File: config.mk
export PLATFORM = sky130hd
export DESIGN_NAME = instr_fetch_unit_flat
export DESIGN_NICKNAME = d
export VERILOG_FILES = /design/src/rtl/fetch_pkg.sv /design/src/rtl/instr_fetch_unit_if.sv /design/src/rtl/fetch_fifo.sv /design/src/rtl/instr_fetch_unit.sv /design/src/flat_wrapper.sv
export SDC_FILE = /design/constraint.sdc
export NUM_CORES = 1
export LEC_CHECK = 0
export CAP_MARGIN = 25
export CORE_MARGIN = 2
export CORE_UTILIZATION = 58
export DETAILED_ROUTE_END_ITERATION = 6
export PLACE_DENSITY_LB_ADDON = 0.1
export SLEW_MARGIN = 40
export SYNTH_ARGS = -nofsm -noshare
export SYNTH_HDL_FRONTEND = slang
export SYNTH_SLANG_ARGS = --single-unit
File: constraint.sdc
create_clock -name clk -period 3.6 [get_ports clk]
set_input_delay 0.9 -clock clk [delete_from_list [all_inputs] [get_ports clk]]
set_output_delay 0.9 -clock clk [all_outputs]
set_load 0.03 [all_outputs]
File: src/rtl/fetch_pkg.sv
// Shared fetch-stage types: FSM states, word geometry and default reset PC.
// The HALT state only exists when FETCH_MISALIGN_CHK_EN is defined.
package fetch_pkg;
  localparam int XLEN = 32;
  localparam int INSTR_BYTES = 4;
  localparam logic [XLEN-1:0] RESET_PC_DEFAULT = 32'h0000_0000;

  typedef enum logic [1:0] {
    BOOT = 2'd0,
    RUN  = 2'd1
`ifdef FETCH_MISALIGN_CHK_EN
    ,
    HALT = 2'd2
`endif
  } fetch_state_t;

  function automatic logic [XLEN-1:0] next_pc(input logic [XLEN-1:0] pc);
    return pc + XLEN'(INSTR_BYTES);
  endfunction
endpackage

File: src/rtl/instr_fetch_unit_if.sv
// Fetch-stage bus: instruction-memory request/grant/response plus the decode valid/ready port.
// master = fetch unit side, slave = memory/decode side.
interface instr_fetch_unit_if;
  import fetch_pkg::*;

  logic            imem_req;
  logic [XLEN-1:0] imem_addr;
  logic            imem_gnt;
  logic            imem_rvalid;
  logic [XLEN-1:0] imem_rdata;

  logic            instr_valid;
  logic            instr_ready;
  logic [XLEN-1:0] Instruction;
  logic [XLEN-1:0] instr_pc;

  modport master (
    output imem_req, imem_addr,
    input  imem_gnt, imem_rvalid, imem_rdata,
    output instr_valid, Instruction, instr_pc,
    input  instr_ready
  );

  modport slave (
    input  imem_req, imem_addr,
    output imem_gnt, imem_rvalid, imem_rdata,
    input  instr_valid, Instruction, instr_pc,
    output instr_ready
  );
endinterface

File: src/rtl/fetch_fifo.sv
// Synchronous FIFO with flush and occupancy count; head is registered storage, a push is visible next cycle.
// Push and pop may coincide at any occupancy; push into a full FIFO without a pop is ignored.
module fetch_fifo #(
  parameter int WIDTH = 64,
  parameter int DEPTH = 2
) (
  input  logic                     clk,
  input  logic                     rst_n,
  input  logic                     flush,
  input  logic                     push,
  input  logic [WIDTH-1:0]         push_dat,
  input  logic                     pop,
  output logic                     vld,
  output logic [WIDTH-1:0]         head_dat,
  output logic [$clog2(DEPTH):0]   count
);
  localparam int AW = $clog2(DEPTH);
  localparam int CW = AW + 1;

  logic [WIDTH-1:0] mem [DEPTH];
  logic [AW-1:0]    rd_ptr;
  logic [AW-1:0]    wr_ptr;
  logic             do_push;
  logic             do_pop;

  assign do_pop  = pop && (count != '0);
  // When full, the slot being written is the one being popped, so the pair is safe.
  assign do_push = push && ((count != CW'(DEPTH)) || do_pop);

  always_ff @(posedge clk or negedge rst_n) begin
    if (!rst_n) begin
      mem    <= '{default: '0};
      rd_ptr <= '0;
      wr_ptr <= '0;
      count  <= '0;
    end else if (flush) begin
      rd_ptr <= '0;
      wr_ptr <= '0;
      count  <= '0;
    end else begin
      if (do_push) begin
        mem[wr_ptr] <= push_dat;
        wr_ptr      <= wr_ptr + AW'(1);
      end
      if (do_pop) begin
        rd_ptr <= rd_ptr + AW'(1);
      end
      count <= count + CW'(do_push) - CW'(do_pop);
    end
  end

  assign vld      = (count != '0);
  assign head_dat = mem[rd_ptr];
endmodule

File: src/rtl/instr_fetch_unit.sv
// Instruction fetch: PC, credit-limited in-order fetches, {word, pc} buffering, redirect flush.
// Misaligned-target HALT and the misalign port exist only with FETCH_MISALIGN_CHK_EN.
module instr_fetch_unit
  import fetch_pkg::*;
#(
  parameter logic [XLEN-1:0] RESET_PC = RESET_PC_DEFAULT,
  parameter int              DEPTH    = 2
) (
  input  logic                  clk,
  input  logic                  rst_n,
  instr_fetch_unit_if.master    bus,
  input  logic                  redirect,
  input  logic [XLEN-1:0]       redirect_pc
`ifdef FETCH_MISALIGN_CHK_EN
  ,
  output logic                  misalign
`endif
);
  localparam int CW = $clog2(DEPTH) + 1;

  fetch_state_t      state;
  logic [XLEN-1:0]   pc;
  logic [CW-1:0]     outstanding;
  logic [CW-1:0]     drop;
  logic [CW-1:0]     occupancy;
  logic [CW-1:0]     tag_count;
  logic              tag_vld;
  logic [XLEN-1:0]   tag_pc;
  logic [XLEN-1:0]   redirect_tgt;
  logic [2*XLEN-1:0] head;
  logic              grant;
  logic              rsp_ok;
  logic              push;
  logic              pop;

`ifdef FETCH_MISALIGN_CHK_EN
  logic bad_target;
  assign redirect_tgt = redirect_pc;
  assign bad_target   = (redirect_pc[1:0] != 2'b00);
`else
  assign redirect_tgt = redirect_pc & ~XLEN'(INSTR_BYTES - 1);
`endif

  // Outstanding includes responses still owed to a flushed stream, so credit stays honest.
  assign bus.imem_req  = (state == RUN) && !redirect &&
                         (({1'b0, occupancy} + {1'b0, outstanding}) < (CW + 1)'(DEPTH));
  assign bus.imem_addr = pc;

  assign grant  = bus.imem_req && bus.imem_gnt;
  assign rsp_ok = bus.imem_rvalid && (outstanding != '0);
  assign push   = rsp_ok && !redirect && (drop == '0);
  assign pop    = bus.instr_valid && bus.instr_ready && !redirect;

  fetch_fifo #(.WIDTH(XLEN), .DEPTH(DEPTH)) u_tag_fifo (
    .clk      (clk),
    .rst_n    (rst_n),
    .flush    (redirect),
    .push     (grant),
    .push_dat (pc),
    .pop      (push),
    .vld      (tag_vld),
    .head_dat (tag_pc),
    .count    (tag_count)
  );

  fetch_fifo #(.WIDTH(2 * XLEN), .DEPTH(DEPTH)) u_instr_fifo (
    .clk      (clk),
    .rst_n    (rst_n),
    .flush    (redirect),
    .push     (push),
    .push_dat ({bus.imem_rdata, tag_pc}),
    .pop      (pop),
    .vld      (bus.instr_valid),
    .head_dat (head),
    .count    (occupancy)
  );

  assign {bus.Instruction, bus.instr_pc} = head;

  always_ff @(posedge clk or negedge rst_n) begin
    if (!rst_n) begin
      state       <= BOOT;
      pc          <= RESET_PC;
      outstanding <= '0;
      drop        <= '0;
`ifdef FETCH_MISALIGN_CHK_EN
      misalign    <= 1'b0;
`endif
    end else begin
      outstanding <= outstanding + CW'(grant) - CW'(rsp_ok);
      if (redirect) begin
        pc   <= redirect_tgt;
        drop <= outstanding - CW'(rsp_ok);
      end else begin
        if (grant) begin
          pc <= next_pc(pc);
        end
        if (rsp_ok && (drop != '0)) begin
          drop <= drop - CW'(1);
        end
      end

      case (state)
        BOOT:    state <= RUN;
        default: state <= state;
      endcase
`ifdef FETCH_MISALIGN_CHK_EN
      // HALT is terminal until reset; leftover responses drain through drop.
      if (redirect && bad_target) begin
        state    <= HALT;
        misalign <= 1'b1;
      end
`endif
    end
  end

  always @(posedge clk) begin
    if (rst_n) begin
      assert (!(bus.imem_rvalid && (outstanding == '0)));
      assert (!push || tag_vld);
      assert (tag_count <= outstanding);
    end
  end
endmodule

File: src/flat_wrapper.sv
// flat-port wrapper written by rule: the top's interface ports become plain ports
module instr_fetch_unit_flat import fetch_pkg::*;
#(
  parameter logic [XLEN-1:0] RESET_PC = RESET_PC_DEFAULT,
  parameter int              DEPTH    = 2
)
  (clk, rst_n, redirect, redirect_pc, bus_imem_req, bus_imem_addr, bus_imem_gnt, bus_imem_rvalid, bus_imem_rdata, bus_instr_valid, bus_Instruction, bus_instr_pc, bus_instr_ready);
  instr_fetch_unit_if bus_i ();
  input  logic clk;
  input  logic rst_n;
  input  logic redirect;
  input  logic [XLEN-1:0] redirect_pc;
  output wire logic [$bits(bus_i.imem_req)-1:0] bus_imem_req;
  output wire logic [$bits(bus_i.imem_addr)-1:0] bus_imem_addr;
  input wire logic [$bits(bus_i.imem_gnt)-1:0] bus_imem_gnt;
  input wire logic [$bits(bus_i.imem_rvalid)-1:0] bus_imem_rvalid;
  input wire logic [$bits(bus_i.imem_rdata)-1:0] bus_imem_rdata;
  output wire logic [$bits(bus_i.instr_valid)-1:0] bus_instr_valid;
  output wire logic [$bits(bus_i.Instruction)-1:0] bus_Instruction;
  output wire logic [$bits(bus_i.instr_pc)-1:0] bus_instr_pc;
  input wire logic [$bits(bus_i.instr_ready)-1:0] bus_instr_ready;
  assign bus_imem_req = bus_i.imem_req;
  assign bus_imem_addr = bus_i.imem_addr;
  assign bus_i.imem_gnt = bus_imem_gnt;
  assign bus_i.imem_rvalid = bus_imem_rvalid;
  assign bus_i.imem_rdata = bus_imem_rdata;
  assign bus_instr_valid = bus_i.instr_valid;
  assign bus_Instruction = bus_i.Instruction;
  assign bus_instr_pc = bus_i.instr_pc;
  assign bus_i.instr_ready = bus_instr_ready;
  instr_fetch_unit #(.RESET_PC(RESET_PC), .DEPTH(DEPTH)) u_core (.clk(clk), .rst_n(rst_n), .bus(bus_i), .redirect(redirect), .redirect_pc(redirect_pc));
endmodule
==> out/qor.txt, run 1 <==
Post-Route Setup TNS -> 0 ps
Tmin final -> 3429 ps
Rel. slew slack -> 0.4585
Post-CTS Setup Inserts -> 0
Num CTS Buffers -> 24
CP Max Fanout -> 50
Post-route insts no fill -> 1229
Layout cells sized above 1 -> 0.2562
Met1 Use GR -> 0.3100
Status -> finished, final reports clean
Total of cells resized after clock tree synthesis -> 0
Setup WS pre-CTS -> 423.9 ps
Slew @ Worst Pin -> 811.4 ps
Max Fclk -> 291.7 MHz
Largest net degree at the start of global routing -> 120
Clk_lat worst skew -> 510 ps
Top post-synthesis cells by area -> dfrtp_1 (55%), mux2_2 (17%), mux2_4 (4.3%)
Dpl hpwl -> 15.59 mm
Initial drt markers -> 406
Hold_ws -> 301.9 ps
Area Growth Syn to Fin -> 25.49%
P_leak -> 0.005750 uW
GR Util met3 -> 0.04305
Required time of the worst setup path -> 2700 ps
Unique masters post-synth -> 52
DR vias -> 7131
Die area -> 0.01899 sq mm
Syn_area_per_cell -> 12.45 sq um
Reg2reg end -> u_core.u_tag_fifo.mem[8]
Worst R2R Start -> u_core.u_instr_fifo.count[0]
Hold WC Path Type -> input port to async pin
Top Usage Layer GRT -> met2
Worst setup margin -> 171.3 ps
Finished Cell Area -> 0.01303 sq mm
Core Area -> 0.01742 sq mm
Mapped Area -> 0.01038 sq mm
Max-slew violation count -> 0
Worst-path clk slew -> 60 ps
CP startpoint kind -> flop
Antenna violations before repair -> 1
Vias in the first global route -> 7390
PortBufs -> 161
Peak supply drop -> 0.0007264 V
Seq/Total Area, Yosys -> 0.5471
Leading area contributor after synthesis -> dfrtp_1
First-pass GRT wire length -> 36.79 mm
Nets -> 1068
R2R depth -> 9
Die Ht -> 137.8 um
DR pass1 iterations -> 6
CP Capture Type -> output pin
Die Wd -> 137.8 um
Root buffer cell -> clkbuf_16
Setup-failing EPs final -> 0
GR Util met2 -> 0.4348
Number of failing hold endpoints at the final stage -> 0
Max Cap Viol -> 0
DRC -> 0
Mapped Cells -> 834
Synth top area share -> 0.5471
Placed cell area -> 0.01223 sq mm
Clock Skew -> 16.21 ps
Reg2Reg Setup Slack -> 730 ps
Post-route ant nets -> 0
Cells after DPL -> 1186
Unrepaired setup endpoints after global routing -> no
Synth warn -> 0
Drt total wl -> 23.32 mm
Most used DFF post-synth -> dfrtp_1
Io pins -> 168
Crit Path Category -> flop to output pin
EDFF count, synth -> 0
Grt total ovfl -> 0
PD cells -> 829.7 mW/mm^2
Via density -> 5.802
TritonCTS clock tree -> done
Total track usage -> 0.2454
Routed WL per cell -> 18.98 um
Initial Util -> 0.5961
Clock Sinks -> 227
Rows -> 48
CTS H-tree depth -> 1
Synth async-reset ratio -> 1.000
Yosys reg bits -> 227
Worst EP arrival -> 2530 ps
GP Congestion -> 0.8166
# hold bufs at CTS -> 0
Fin crit share -> 0.9524
CTS Buffer Depth -> 3
## final cells by class
| type | count | area (sq um) |
|---|---|---|
| fill | 1115 | 4388 |
| timing repair buffer | 181 | 1847 |
| multi-input combinational | 542 | 4394 |
| clock inverter | 1 | 30.03 |
| antenna | 1 | 2.502 |
| sequential | 227 | 5685 |
| clock buffer | 40 | 742.0 |
| tap | 225 | 281.5 |
| inverter | 12 | 46.29 |
## where the power goes
part / switching, uW / internal (uW) / leakage (uW)
Sequential: 622 / 3540 / 0.00288
Combinational: 2140 / 2120 / 0.00249
Clock: 938 / 1460 / 0.000376
## worst max path at each step
stage	end	from	slack [ps]	depth (start not counted)
final	bus_instr_pc[29]	u_core.u_instr_fifo.rd_ptr	170	3
after global routing	bus_instr_pc[31]	u_core.u_instr_fifo.rd_ptr	120	3
after CTS	bus_instr_pc[31]	u_core.u_instr_fifo.rd_ptr	160	3
after detailed placement	u_core.u_tag_fifo.mem[8]	redirect	420	8
after global placement	u_core.bus.imem_addr[14]	redirect	420	7
after floorplan	u_core.u_tag_fifo.mem[10]	u_core.outstanding[0]	880	9
## cell families after synthesis
kind of cell | count (synthesis) | share of synthesized area
xor gates and xnor gates | 15 | 0.01265
DFF | 227 | 0.5471
buffers and inverters | 68 | 0.03218
adders and majority gates | 10 | 0.01277
other | 2 | 0.0007233
AOI/OAI and AO/OA | 125 | 0.07496
and+or+nand+nor | 169 | 0.07616
muxes | 218 | 0.2434
## routing by layer
| layer | vias up | share of wire |
|---|---|---|
| li1 | 3271 | - |
| met1 | 3585 | 0.41 |
| met2 | 231 | 0.51 |
| met3 | 44 | 0.063 |
| met4 | 0 | 0.021 |
| met5 | - | 0 |
## worst max-delay path, stage by stage (launching register included)
cell and delay [ps]:
dfrtp_2 650, buf_12 340, mux2_2 380, clkdlybuf4s50_1 630
## cells in the final DEF (no fill, tap or decap), drive strengths merged, types with 6 or more instances in the layout
cell type	count
dfrtp	227
mux2	186
clkdlybuf4s50	159
nand2	63
nor2	51
o21ai	49
clkbuf	40
mux2i	32
a21oi	32
buf	22
nand3	15
nand4	12
inv	11
ha	9
xnor2	8
o211ai	8
o311ai	8
xor2	7
and3	6
nor3	6
## per-stage QoR
| step | total power [uW] | util |
|---|---|---|
| finish | 10810 | 0.7481 |
| floorplan | 6839 | - |
| global route | 11380 | 0.7479 |
| CTS | 10890 | 0.7463 |
| global placement | 8207 | 0.7017 |
| detailed placement | 8441 | 0.7020 |
## flip-flops by register name, summed over array words and instances (netlist names)
name and cells:
u_core.u_instr_fifo.rd_ptr 1, u_core.bus.imem_addr 30, u_core.outstanding 2, u_core.state 1, u_core.u_instr_fifo.wr_ptr 1, u_core.u_instr_fifo.count 2
u_core.u_tag_fifo.mem 60, u_core.u_instr_fifo.mem 124, u_core.u_tag_fifo.count 2, u_core.u_tag_fifo.rd_ptr 1, u_core.u_tag_fifo.wr_ptr 1, u_core.drop 2
## synth_stat cells, types with 2 or more instances
cell type,n
nor2_1,51
nand4_1,12
mux2_2,156
mux2i_1,32
buf_6,6
nand2_1,62
o21a_1,2
buf_1,3
nor3_1,4
o211ai_1,8
buf_2,14
buf_4,4
a32oi_1,5
and3_1,6
mux2_4,30
xor2_1,7
clkbuf_1,29
a221o_1,4
and2_1,3
ha_1,9
a21oi_1,32
a31o_2,2
conb_1,2
o21ai_0,48
a22oi_1,4
xnor2_1,8
or2_2,2
dfrtp_1,227
a21o_1,3
nor2b_1,3
inv_1,11
o311ai_0,8
nand2b_1,2
a31oi_1,3
nand3_1,15
(Power assumes the default switching activity.)
==> run 2, diff against run 1 <==
--- a/config.mk
+++ b/config.mk
@@ -7,10 +7,11 @@
 export LEC_CHECK = 0
 export CAP_MARGIN = 25
 export CORE_MARGIN = 2
-export CORE_UTILIZATION = 58
+export CORE_UTILIZATION = 59
 export DETAILED_ROUTE_END_ITERATION = 6
 export PLACE_DENSITY_LB_ADDON = 0.1
 export SLEW_MARGIN = 40
 export SYNTH_ARGS = -nofsm -noshare
 export SYNTH_HDL_FRONTEND = slang
+export SYNTH_HIERARCHICAL = 1
 export SYNTH_SLANG_ARGS = --single-unit
==> run 2 against run 1 <==
Cell count shrank 0.81%. Clock power grew 6%. Clock skew shrank 8.6 ps. Worst hold slack lost 73 ps. Maximum frequency shrank 2.1%. Total power shrank 11%. Count of clock-buffer cells in the layout shrank 4. Cell area grew 7.6%. Register-to-register slack is essentially flat. Largest power group is now registers.
==> out/qor.txt, run 2 <==
Post-route ant nets -> 0 (unchanged)
Reg2reg end -> u_core/u_tag_fifo/mem[31]
Setup WS pre-CTS -> 289.0 ps (-134.9 ps)
Placed cell area -> 0.01316 sq mm (+7.7%)
Number of failing hold endpoints at the final stage -> 0 (unchanged)
Die area -> 0.02022 sq mm (+6.5%)
Most frequent cells in the layout -> dfrtp_1 (233), mux2_2 (195), clkdlybuf4s50_1 (161)
Drt total wl -> 24.84 mm (+6.5%)
CP Capture Type -> output pin
Commonest non-fill, non-tap cell in the layout -> dfrtp_1
CP Max Fanout -> 35 (-30%)
Die Ht -> 142.2 um (+3.2%)
Worst setup margin -> 98.53 ps (-72.80 ps)
Mapped Cells -> 799 (-4.2%)
# hold bufs at CTS -> 0 (unchanged)
PD cells -> 683.9 mW/mm^2 (-18%)
Largest net degree at the start of global routing -> 100 (-17%)
Worst-path clk slew -> 60 ps (about the same)
R2R depth -> 8 (-1)
Via density -> 5.882 (+1.4%)
Clk_lat worst skew -> 520 ps (about the same)
Reg2Reg Setup Slack -> 740 ps (about the same)
Hold WC Path Type -> input port to async pin
Grt total ovfl -> 0 (unchanged)
TritonCTS clock tree -> done
Area Growth Syn to Fin -> 24.46%
Core Area -> 0.01871 sq mm (+7.4%)
Max-slew violation count -> 0 (unchanged)
Rows -> 50 (+4.2%)
PortBufs -> 163 (+1.2%)
Status -> finished, final reports clean
Dpl hpwl -> 16.23 mm (+4.1%)
Setup-failing EPs final -> 0 (unchanged)
Diode count -> 0 (-1)
Syn_area_per_cell -> 14.10 sq um (+13%)
CTS Buffer Depth -> 3 (unchanged)
Post-CTS Setup Inserts -> 0 (unchanged)
Unrepaired setup endpoints after global routing -> no
Required time of the worst setup path -> 2700 ps (about the same)
Worst EP arrival -> 2600 ps (+70 ps)
Nets -> 1047 (-2.0%)
Total of cells resized after clock tree synthesis -> 0 (unchanged)
Num CTS Buffers -> 25 (+4.2%)
Worst R2R Start -> u_core/u_instr_fifo/count[0]
Synth warn -> 6 (+6)
Die Wd -> 142.2 um (+3.2%)
Peak supply drop -> 0.0003207 V (-56%)
Tmin final -> 3501 ps (+72.80 ps)
Design Power -> 9589 uW (-11%)
Fin crit share -> 0.9726 (+0.02022)
Finished Cell Area -> 0.01402 sq mm (+7.6%)
GP Congestion -> 0.8989 (+10%)
Io pins -> 168 (unchanged)
Initial Util -> 0.6023 (+0.006154)
Layout cells sized above 1 -> 0.3716 (+0.1153)
CTS H-tree depth -> 1 (unchanged)
Final Util -> 0.7496 (+0.001505)
Rel. slew slack -> 0.5920 (+0.1335)
Routed WL per cell -> 20.38 um (+7.4%)
Vias in the first global route -> 7682 (+4.0%)
DR vias -> 7170 (+0.55%)
Largest register FFs -> 128 (+3.2%)
CP startpoint kind -> flop
Biggest register -> u_core/u_instr_fifo/mem
Crit Path Category -> flop to output pin
FILL cells -> 1123 (+0.72%)
DRC -> 0 (unchanged)
Root buffer cell -> clkbuf_16
Post-Route Setup TNS -> 0 ps (unchanged)
Slew @ Worst Pin -> 612.0 ps (-199.4 ps)
Max Fclk -> 285.6 MHz (-2.1%)
Antenna violations before repair -> 0 (-1)
P_leak -> 0.006313 uW (+9.8%)
First-pass GRT wire length -> 40.20 mm (+9.3%)
Mapped Area -> 0.01127 sq mm (+8.5%)
Initial drt markers -> 374 (-7.9%)
Clock Sinks -> 235 (+3.5%)
Max Cap Viol -> 0 (unchanged)
DR pass1 iterations -> 7 (+1)
Clock Skew -> 7.569 ps (-8.641 ps)
Total track usage -> 0.2479 (+0.002421)
-- run 2: cell type report --
cell class                      instances  area, sq um  share of cell area
Clock inverter                          9        80.08            0.005711
Clock buffer                           36        747.0             0.05328
Multi-Input combinational cell        508         5065              0.3612
Sequential cell                       235         5888              0.4200
Timing Repair Buffer                  184         1899              0.1355
Tap cell                              234        292.8             0.02088
Inverter                               13        48.80            0.003480
-- run 2: worst max-delay path by stage --
stage,to,start,slack (ps),cells after the start
floorplan,u_core/u_tag_fifo/mem[10],redirect,580,9
global placement,u_core/u_instr_fifo/mem[1],redirect,370,7
detailed placement,u_core/u_instr_fifo/mem[1],redirect,290,7
CTS,bus_instr_pc[30],u_core/u_instr_fifo/rd_ptr,60,3
global route,bus_instr_pc[30],u_core/u_instr_fifo/rd_ptr,20,3
finish,bus_instr_pc[29],u_core/u_instr_fifo/rd_ptr,100,3
-- run 2: power by group --
group,internal (uW),switching [uW]
logic,1740,1530
registers,3350,428
clock network,1510,1030
-- run 2: critical path, cell delays in order, from the launching register on --
cell	delay, ps
dfrtp_4	780
buf_12	300
mux2_2	360
clkdlybuf4s50_1	620
-- run 2: per-layer routing --
layer	GRT usage	wire length, um
met5	0	0
met4	0.05895	503
met3	0.03769	1657
met2	0.4274	12290
met1	0.3332	10390
-- run 2: per-stage QoR --
step           hold slack, ps  instances
2_1_floorplan           452.2        804
3_3_place_gp            462.4       1173
3_5_place_dp            477.1       1173
4_1_cts                 427.2       1218
5_1_grt                 230.5       1219
6_report                229.1       1219
==> run 3, diff against run 2 <==
--- a/config.mk
+++ b/config.mk
@@ -8,6 +8,7 @@
 export CAP_MARGIN = 25
 export CORE_MARGIN = 2
 export CORE_UTILIZATION = 59
+export CTS_CLUSTER_DIAMETER = 60
 export DETAILED_ROUTE_END_ITERATION = 6
 export PLACE_DENSITY_LB_ADDON = 0.1
 export SLEW_MARGIN = 40
==> results of run 3 <==
No change in the layout: final DEF, timing and power equal those of run 2.
